--- src/rtl/ex_operand_stage.sv ---
// Decode-to-execute pipeline register with operand forwarding, ALU control
// generation, load-use hazard detection and bubble insertion.
module ex_operand_stage #(
  parameter int XLEN = 32,
  parameter int RA_W = 5
) (
  input  logic            clk,
  input  logic            reset,
  input  logic            id_valid,
  input  logic [1:0]      id_class,
  input  logic [2:0]      id_funct3,
  input  logic            id_funct7b5,
  input  logic [XLEN-1:0] id_rs1_data,
  input  logic [XLEN-1:0] id_rs2_data,
  input  logic [XLEN-1:0] id_imm,
  input  logic [RA_W-1:0] id_rs1,
  input  logic [RA_W-1:0] id_rs2,
  input  logic [RA_W-1:0] id_rd,
  input  logic            id_reg_write,
  input  logic            id_mem_read,
  input  logic            id_mem_write,
  input  logic            fwd1_we,
  input  logic [RA_W-1:0] fwd1_rd,
  input  logic [XLEN-1:0] fwd1_data,
  input  logic            fwd2_we,
  input  logic [RA_W-1:0] fwd2_rd,
  input  logic [XLEN-1:0] fwd2_data,
  input  logic            flush,
  output logic            ex_valid,
  output logic [XLEN-1:0] ex_r1,
  output logic [XLEN-1:0] ex_r2,
  output logic [3:0]      ex_control,
  output logic [XLEN-1:0] ex_store_data,
  output logic [RA_W-1:0] ex_rd,
  output logic            ex_reg_write,
  output logic            ex_mem_read,
  output logic            ex_mem_write,
  output logic            ex_branch,
  output logic            ex_illegal,
  output logic            stall
);

  localparam logic [3:0] ALU_ADD = 4'b0000;
  localparam logic [3:0] ALU_AND = 4'b0001;
  localparam logic [3:0] ALU_OR  = 4'b0010;
  localparam logic [3:0] ALU_SLL = 4'b0011;
  localparam logic [3:0] ALU_SLT = 4'b0100;
  localparam logic [3:0] ALU_SRL = 4'b0101;
  localparam logic [3:0] ALU_SUB = 4'b0110;
  localparam logic [3:0] ALU_XOR = 4'b0111;
  localparam logic [3:0] ALU_BEQ = 4'b1000;
  localparam logic [3:0] ALU_BNE = 4'b1001;
  localparam logic [3:0] ALU_ILL = 4'b1111;

  localparam logic [1:0] CLS_R   = 2'b00;
  localparam logic [1:0] CLS_I   = 2'b01;
  localparam logic [1:0] CLS_MEM = 2'b10;
  localparam logic [1:0] CLS_BR  = 2'b11;

  logic            r_valid;
  logic [XLEN-1:0] r_r1;
  logic [XLEN-1:0] r_r2;
  logic [3:0]      r_control;
  logic [XLEN-1:0] r_store_data;
  logic [RA_W-1:0] r_rd;
  logic            r_reg_write;
  logic            r_mem_read;
  logic            r_mem_write;
  logic            r_branch;
  logic            r_illegal;

  logic [XLEN-1:0] w_fwd_rs1;
  logic [XLEN-1:0] w_fwd_rs2;
  logic [XLEN-1:0] w_op2;
  logic [3:0]      w_control;
  logic            w_illegal;
  logic            w_use_rs2;
  logic            w_hazard;
  logic            w_stall;
  logic            w_bubble;

  // EX/MEM candidate outranks MEM/WB; register zero is hardwired.
  function automatic logic [XLEN-1:0] fwd_select(
    input logic [RA_W-1:0] rs,
    input logic [XLEN-1:0] rf_data,
    input logic            f1_we,
    input logic [RA_W-1:0] f1_rd,
    input logic [XLEN-1:0] f1_data,
    input logic            f2_we,
    input logic [RA_W-1:0] f2_rd,
    input logic [XLEN-1:0] f2_data
  );
    logic [XLEN-1:0] result;
    if (rs == '0) begin
      result = '0;
    end else if (f1_we && (f1_rd == rs)) begin
      result = f1_data;
    end else if (f2_we && (f2_rd == rs)) begin
      result = f2_data;
    end else begin
      result = rf_data;
    end
    return result;
  endfunction

  always_comb begin
    w_fwd_rs1 = fwd_select(id_rs1, id_rs1_data, fwd1_we, fwd1_rd, fwd1_data,
                           fwd2_we, fwd2_rd, fwd2_data);
    w_fwd_rs2 = fwd_select(id_rs2, id_rs2_data, fwd1_we, fwd1_rd, fwd1_data,
                           fwd2_we, fwd2_rd, fwd2_data);
  end

  always_comb begin
    w_control = ALU_ADD;
    w_illegal = 1'b0;
    case (id_class)
      CLS_R, CLS_I: begin
        case (id_funct3)
          3'b000: w_control = (id_class == CLS_R && id_funct7b5) ? ALU_SUB : ALU_ADD;
          3'b001: w_control = ALU_SLL;
          3'b010: w_control = ALU_SLT;
          3'b100: w_control = ALU_XOR;
          3'b101: begin
            // No arithmetic shift in this ALU, so the SRA encoding is rejected.
            if (id_funct7b5) begin
              w_illegal = 1'b1;
            end else begin
              w_control = ALU_SRL;
            end
          end
          3'b110: w_control = ALU_OR;
          3'b111: w_control = ALU_AND;
          default: w_illegal = 1'b1;
        endcase
      end
      CLS_MEM: w_control = ALU_ADD;
      CLS_BR: begin
        case (id_funct3)
          3'b000:  w_control = ALU_BEQ;
          3'b001:  w_control = ALU_BNE;
          default: w_illegal = 1'b1;
        endcase
      end
      default: w_illegal = 1'b1;
    endcase
    if (w_illegal) begin
      w_control = ALU_ILL;
    end
  end

  always_comb begin
    w_use_rs2 = (id_class != CLS_I);
    w_op2     = (id_class == CLS_I || id_class == CLS_MEM) ? id_imm : w_fwd_rs2;
  end

  // Load in EX whose result the decode slot needs cannot be forwarded in time.
  always_comb begin
    w_hazard = r_valid && r_mem_read && (r_rd != '0) && id_valid &&
               ((r_rd == id_rs1) || (w_use_rs2 && (r_rd == id_rs2)));
    w_stall  = w_hazard && !flush;
    w_bubble = flush || !id_valid || w_stall;
  end

  assign stall = w_stall;

  always_ff @(posedge clk) begin
    if (reset || w_bubble) begin
      r_valid      <= 1'b0;
      r_r1         <= '0;
      r_r2         <= '0;
      r_control    <= ALU_ADD;
      r_store_data <= '0;
      r_rd         <= '0;
      r_reg_write  <= 1'b0;
      r_mem_read   <= 1'b0;
      r_mem_write  <= 1'b0;
      r_branch     <= 1'b0;
      r_illegal    <= 1'b0;
    end else begin
      r_valid      <= 1'b1;
      r_r1         <= w_fwd_rs1;
      r_r2         <= w_op2;
      r_control    <= w_control;
      r_store_data <= w_fwd_rs2;
      r_rd         <= id_rd;
      r_reg_write  <= id_reg_write && !w_illegal;
      r_mem_read   <= id_mem_read && !w_illegal;
      r_mem_write  <= id_mem_write && !w_illegal;
      r_branch     <= (id_class == CLS_BR) && !w_illegal;
      r_illegal    <= w_illegal;
    end
  end

  assign ex_valid      = r_valid;
  assign ex_r1         = r_r1;
  assign ex_r2         = r_r2;
  assign ex_control    = r_control;
  assign ex_store_data = r_store_data;
  assign ex_rd         = r_rd;
  assign ex_reg_write  = r_reg_write;
  assign ex_mem_read   = r_mem_read;
  assign ex_mem_write  = r_mem_write;
  assign ex_branch     = r_branch;
  assign ex_illegal    = r_illegal;

endmodule

--- config.mk ---
export PLATFORM = sky130hd
export DESIGN_NAME = ex_operand_stage
export DESIGN_NICKNAME = d
export VERILOG_FILES = /design/src/rtl/ex_operand_stage.sv
export SDC_FILE = /design/constraint.sdc
export NUM_CORES = 1
export LEC_CHECK = 0
export ABC_CLOCK_PERIOD_IN_PS = 2700
export BUFFER_PORTS_ARGS = -buffer_cell sky130_fd_sc_hd__buf_2
export CORE_AREA = 2 2 122 124
export CTS_BUF_LIST = sky130_fd_sc_hd__clkbuf_2 sky130_fd_sc_hd__clkbuf_4 sky130_fd_sc_hd__clkbuf_8
export DETAILED_ROUTE_END_ITERATION = 8
export DIE_AREA = 0 0 124 126
export GPL_TIMING_DRIVEN = 0
export PLACE_DENSITY = 0.75
export SYNTH_ARGS = -nofsm -noshare
export SYNTH_HDL_FRONTEND = slang
export SYNTH_SLANG_ARGS = --single-unit
--- constraint.sdc ---
create_clock -name clk -period 2.7 [get_ports clk]
set_input_delay 0.405 -clock clk [delete_from_list [all_inputs] [get_ports clk]]
set_output_delay 0.405 -clock clk [all_outputs]
set_load 0.05 [all_outputs]
== Yosys cells after proc, flatten, opt, wreduce, memory -nomap -nowiden ==
Index checks and enable logic that the tools add are counted.

* Eq/ne operators: 16
* Reduce and logical (&&, ||, !) cells: 32
* Multiplexer cells: 17

{| class="wikitable"
|+ Operators with widths
! operator !! count
|-
| $mux 32 || 6
|-
| $eq 5x5->1 || 6
|-
| $pmux 3 s7 || 1
|-
| $logic_and 1x1->1 || 15
|-
| $eq 3x3->1 const B || 4
|-
| $pmux 4 s3 || 1
|-
| $logic_not 5->1 || 2
|-
| $pmux 4 s2 || 1
|-
| $mux 3 || 2
|-
| $reduce_or 2->1 || 3
|-
| $reduce_or 6->1 || 1
|-
| $logic_or 1x1->1 || 5
|-
| $reduce_bool 5->1 || 1
|-
| $eq 2x2->1 const B || 2
|-
| $mux 4 || 1
|-
| $pmux 1 s2 || 2
|-
| $eq 3x1->1 const B || 1
|-
| $eq 3x2->1 const B || 1
|-
| $logic_not 1->1 || 3
|-
| $logic_not 3->1 || 1
|-
| $mux 1 || 3
|-
| $eq 2x1->1 const B || 1
|-
| $logic_not 2->1 || 1
|-
| $ne 2x1->1 const B || 1
|}

* Bits of input ports: 200
* Flip-flop bits (word level): 111
* Output and inout port bits: 112

== Depth between registers and ports, before layout ==
* Word-level depth: 8
* Mapped depth: 8

== Worst setup path before layout ==
No wires, ideal clock.

* Path type: reg-to-output
* Start: register r_rd[2] (netlist: ex_rd[2])
* End: output stall
* Cell stages (with the launch flop): 5
* Data arrival time: 2.034 ns
* Setup slack: 0.261 ns
* Path buffers: 0
* Required time: 2.295 ns
* Cell sequence: dfxtp_1 > xnor2_1 > nand4_1 > o32a_1 > nor2_1

* Longest elaborated chain between the ends: 5
* Elaborated cells on any way between the ends: 9
* Classes of those cells: 2 x eq/ne; 7 x reduce/logical

{| class="wikitable"
|+ Ends and longest elaborated chain
! what !! RTL line !! source
|-
| start, declared || 65 || <nowiki>logic [RA_W-1:0] r_rd;</nowiki>
|-
| start signal, assigned || 185 || <nowiki>r_rd <= id_rd;</nowiki>
|-
| $eq 5x5->1 / $reduce_bool 5->1 (equally long branches) || 159, 158 ||
|-
| $logic_and 1x1->1 (on tied branches) || 159, 158 ||
|-
| $logic_or 1x1->1 / $logic_and 1x1->1 (equally long branches) || 159, 158 ||
|-
| $logic_and 1x1->1 * || 158 || <nowiki>w_hazard = r_valid && r_mem_read && (r_rd != '0) && id_valid &&</nowiki>
|-
| $logic_and 1x1->1 * || 160 || <nowiki>w_stall = w_hazard && !flush;</nowiki>
|-
| end, declared || 40 || <nowiki>output logic stall</nowiki>
|}

Every way passes the cells marked *; elsewhere a longest branch is shown, timed or not.

== Worst setup path in the final report ==
* Start: register r_rd[2] (netlist: ex_rd[2])
* End: register r_r2[17] (netlist: ex_r2[17])

* Longest elaborated chain between the ends: 7
* Elaborated cells on any way between the ends: 11
* Classes of those cells: 2 x eq/ne; 9 x reduce/logical

{| class="wikitable"
|+ Ends and longest elaborated chain
! what !! RTL line !! source
|-
| $eq 5x5->1 / $reduce_bool 5->1 (equally long branches) || 159, 158 ||
|-
| $logic_and 1x1->1 (on tied branches) || 159, 158 ||
|-
| $logic_or 1x1->1 / $logic_and 1x1->1 (equally long branches) || 159, 158 ||
|-
| $logic_and 1x1->1 * || 158 ||
|-
| $logic_and 1x1->1 * || 160 ||
|-
| $logic_or 1x1->1 * || 161 || <nowiki>w_bubble = flush || !id_valid || w_stall;</nowiki>
|-
| $logic_or 1x1->1 * || 167 || <nowiki>if (reset || w_bubble) begin</nowiki>
|-
| end signal, assigned || 182 || <nowiki>r_r2 <= w_op2;</nowiki>
|-
| end, declared || 62 || <nowiki>logic [XLEN-1:0] r_r2;</nowiki>
|}

Marks and branches as above.
A chain may end at the register's enable or synchronous reset.

==> impl_metrics.tcl <==
set metrics [dict create \
    routed_wl_um 23200 \
    yosysSeqAreaShare 0.399 \
    core_area_um2 14300 \
    netSwitchingPower_w 0.00118 \
    worstMarginPinSlew_ns 0.762 \
    post-route-period-util 0.890 \
    synth-edff-count 0 \
    clk_path_buf_depth 2 \
    hold_path_class "input pin to flip-flop" \
    powerDensity_nw_per_um2 495 \
    io_buffers 310 \
    detailed_place_hpwl_um 17200 \
    antenna_found_initial 5 \
    rr_worst_depth 7 \
    clk_pin_slew_worst_paths_ns 0.11 \
    ir_drop_mv 0.301 \
    start_util 0.389 \
    drv_slew 0 \
    grt_pass1_vias 6368 \
    hold_depth 3 \
    slew_headroom 0.488 \
    pwr-share-seq 0.453 \
    dp_cells 1163 \
    setup_ws_ns 0.297 \
    drive_above_1_share 0.338 \
    wl_per_cell_um 19.7 \
    cts_tree "yes" \
    async_flop_share 0 \
    critPathLaunchType "flip-flop" \
    core.rowCount 44 \
    swShare 0.314 \
    place_ws_ns 0.0139 \
    hold_buffers 0 \
    grt-ovfl-total 0 \
    power_frac_clock 0.317 \
    dieHeight_um 126 \
    io_pins 312 \
    syn_area_um2 5570 \
    final_cells 1179 \
    setup_viol 0 \
    cts_sinks 111 \
    drtIter0Drc 532 \
    dr.pass1.iters 5 \
    dieArea_um2 15600 \
    crit_type "flip-flop to flip-flop" \
    avgSynthCellArea_um2 8.32 \
    cp-end-kind "flip-flop" \
    vias 6703 \
    tns_ns 0 \
    p_leak_nw 3.61 \
    die_x_um 124 \
    grt_pass1_wl_um 34100 \
    grt_use_total 0.288 \
    fmax_mhz 416 \
    yosys_most_used_dff "dfxtp_1" \
    ys_warn_count 0 \
    synth-xor-area-share 0.0472 \
    drc 0 \
    ctsHtreeMaxLevel 3 \
    fin_util 0.530 \
    p_int_w 0.00258 \
    syn_nets 873 \
    cts_root_buffer "clkbuf_8" \
    synth_compound_area_frac 0.279 \
    arrival_ns 2.66 \
    synth_top_family_by_area "compound AO/OA/AOI/OAI gates" \
    final_antenna_net_count 0 \
    synthSimpleGateAreaFrac 0.211 \
    period_needed_ns 2.40 \
    grt_max_degree 17 \
    area_growth_pct 36.2 \
    layout.nets 1194 \
    cts_buffers 9 \
    insertion_delay_ns 0.39 \
    detail_route.vias_per_cell 5.69 \
    synthMuxAreaShare 0 \
    crit_required_ns 2.96 \
    p_comb_frac 0.230 \
    synthAdderAreaFrac 0.00899 \
    gp_congestion 0.852 \
    ys_ff_latch 111 \
    status "finished, final reports clean" \
    finalHoldViolations 0 \
    drv_cap 0 \
    skew_ns 0.0109 \
    fin_hold_ws_ns 0.224 \
    synthCells 669 \
    crit_fanout 10 \
    yosysUniqueCellTypes 37 \
    rsz0062_at_grt "no" \
]
## per-layer routing
metal,up-vias,track usage,part of all wire,routed length (um)
li1,3137,-,-,-
met1,3110,0.340,0.39,8950
met2,392,0.481,0.48,11000
met3,60,0.0901,0.11,2540
met5,-,0,0.0011,25
met4,4,0.117,0.028,651
## worst max-delay path, cell delays in order, from the launching register on
cell and delay, ns:
dfxtp_1 0.42, xnor2_1 0.14, nand4_1 0.11, o32a_1 0.39, o21ai_4 0.38, buf_4 0.28, clkbuf_1 0.44, a21oi_1 0.10
## cells in the final DEF, fill, tap and decap left out, drive strengths merged, types with 7 or more instances in the layout
| cell type | count |
|---|---|
| a21oi | 39 |
| nand2 | 7 |
| a22oi | 32 |
| nand3 | 34 |
| o21ai | 69 |
| dfxtp | 111 |
| xor2 | 17 |
| a211oi | 65 |
| xnor2 | 13 |
| nor4 | 36 |
| nor2 | 44 |
| buf | 318 |
| and3 | 64 |
| clkbuf | 69 |
| inv | 9 |
| a21boi | 32 |
## registers in the layout, indices dropped and copies added, names as in the netlist, 4 cells and up
| signal | cells |
|---|---|
| ex_r1 | 32 |
| ex_r2 | 32 |
| ex_store_data | 32 |
| ex_rd | 5 |
| ex_control | 4 |
## metrics by stage
step	area (um^2)	total power [W]
2_1_floorplan	5570	0.00223
3_3_place_gp	7350	0.00258
3_5_place_dp	7350	0.00259
4_1_cts	7570	0.00375
5_1_grt	7580	0.00391
6_report	7590	0.00376
## cell type report
class,instances,area [um^2]
antenna,3,7.51
multi-input combinational,481,3050
timing repair buffer,310,1550
tap,184,230
clock inverter,4,97.6
sequential,111,2220
clock buffer,9,124
fill,1513,6730
inverter,9,33.8
buffer,68,273
## power by group through the flow
| stage | combinational, W | sequential [W] | clock [W] |
|---|---|---|---|
| after floorplan | 0.000316 | 0.00192 | 0 |
| final | 0.000863 | 0.00170 | 0.00119 |
| after global routing | 0.000925 | 0.00171 | 0.00128 |
| after detailed placement | 0.000851 | 0.00174 | 0 |
| after CTS | 0.000854 | 0.00170 | 0.00120 |
| after global placement | 0.000845 | 0.00174 | 0 |
## Yosys cell counts (5+ instances only)
master / count / area [um^2]
and3_1: 64 / 400
a21boi_1: 16 / 120
a22oi_1: 32 / 240
buf_2: 5 / 25.0
nor2_1: 44 / 165
nand3_1: 34 / 170
xnor2_1: 13 / 114
o21ai_1: 10 / 50.1
dfxtp_1: 111 / 2220
o21ai_0: 58 / 290
inv_1: 9 / 33.8
nand2_1: 7 / 26.3
and2_1: 5 / 31.3
xor2_1: 17 / 149
clkbuf_1: 60 / 225
a21boi_0: 16 / 120
a21oi_1: 39 / 195
nor4_1: 33 / 206
a211oi_1: 65 / 488
## logic make-up (layout without fill, tap and decap cells)
family | Yosys count | count (layout)
XOR/XNOR | 30 | 30
adder cells (fa/ha/maj) | 4 | 4
other | 0 | 3
flip-flops | 111 | 111
AO/OA/AOI/OAI | 242 | 242
AND/OR/NAND/NOR | 205 | 205
buffers and inverters | 77 | 400
## what timing repair did
action	CTS	global route
setup endpoints to repair	0	1
buffers inserted	0	0
gates resized for setup	0	1
## path summary, 6_finish.rpt
| kind | slack (ns) | startpoint | endpoint |
|---|---|---|---|
| max | 0.30 | ex_rd[2]$_SDFF_PP0_ | ex_r2[17]$_SDFF_PP0_ |
| min | 0.22 | id_rd[1] | ex_rd[1]$_SDFF_PP0_ |
| max reg2reg | 0.30 | ex_rd[2]$_SDFF_PP0_ | ex_r2[17]$_SDFF_PP0_ |
| min reg2reg | 1.03 | ex_rd[0]$_SDFF_PP0_ | ex_mem_write$_SDFF_PP0_ |
(Power assumes the default switching activity.)
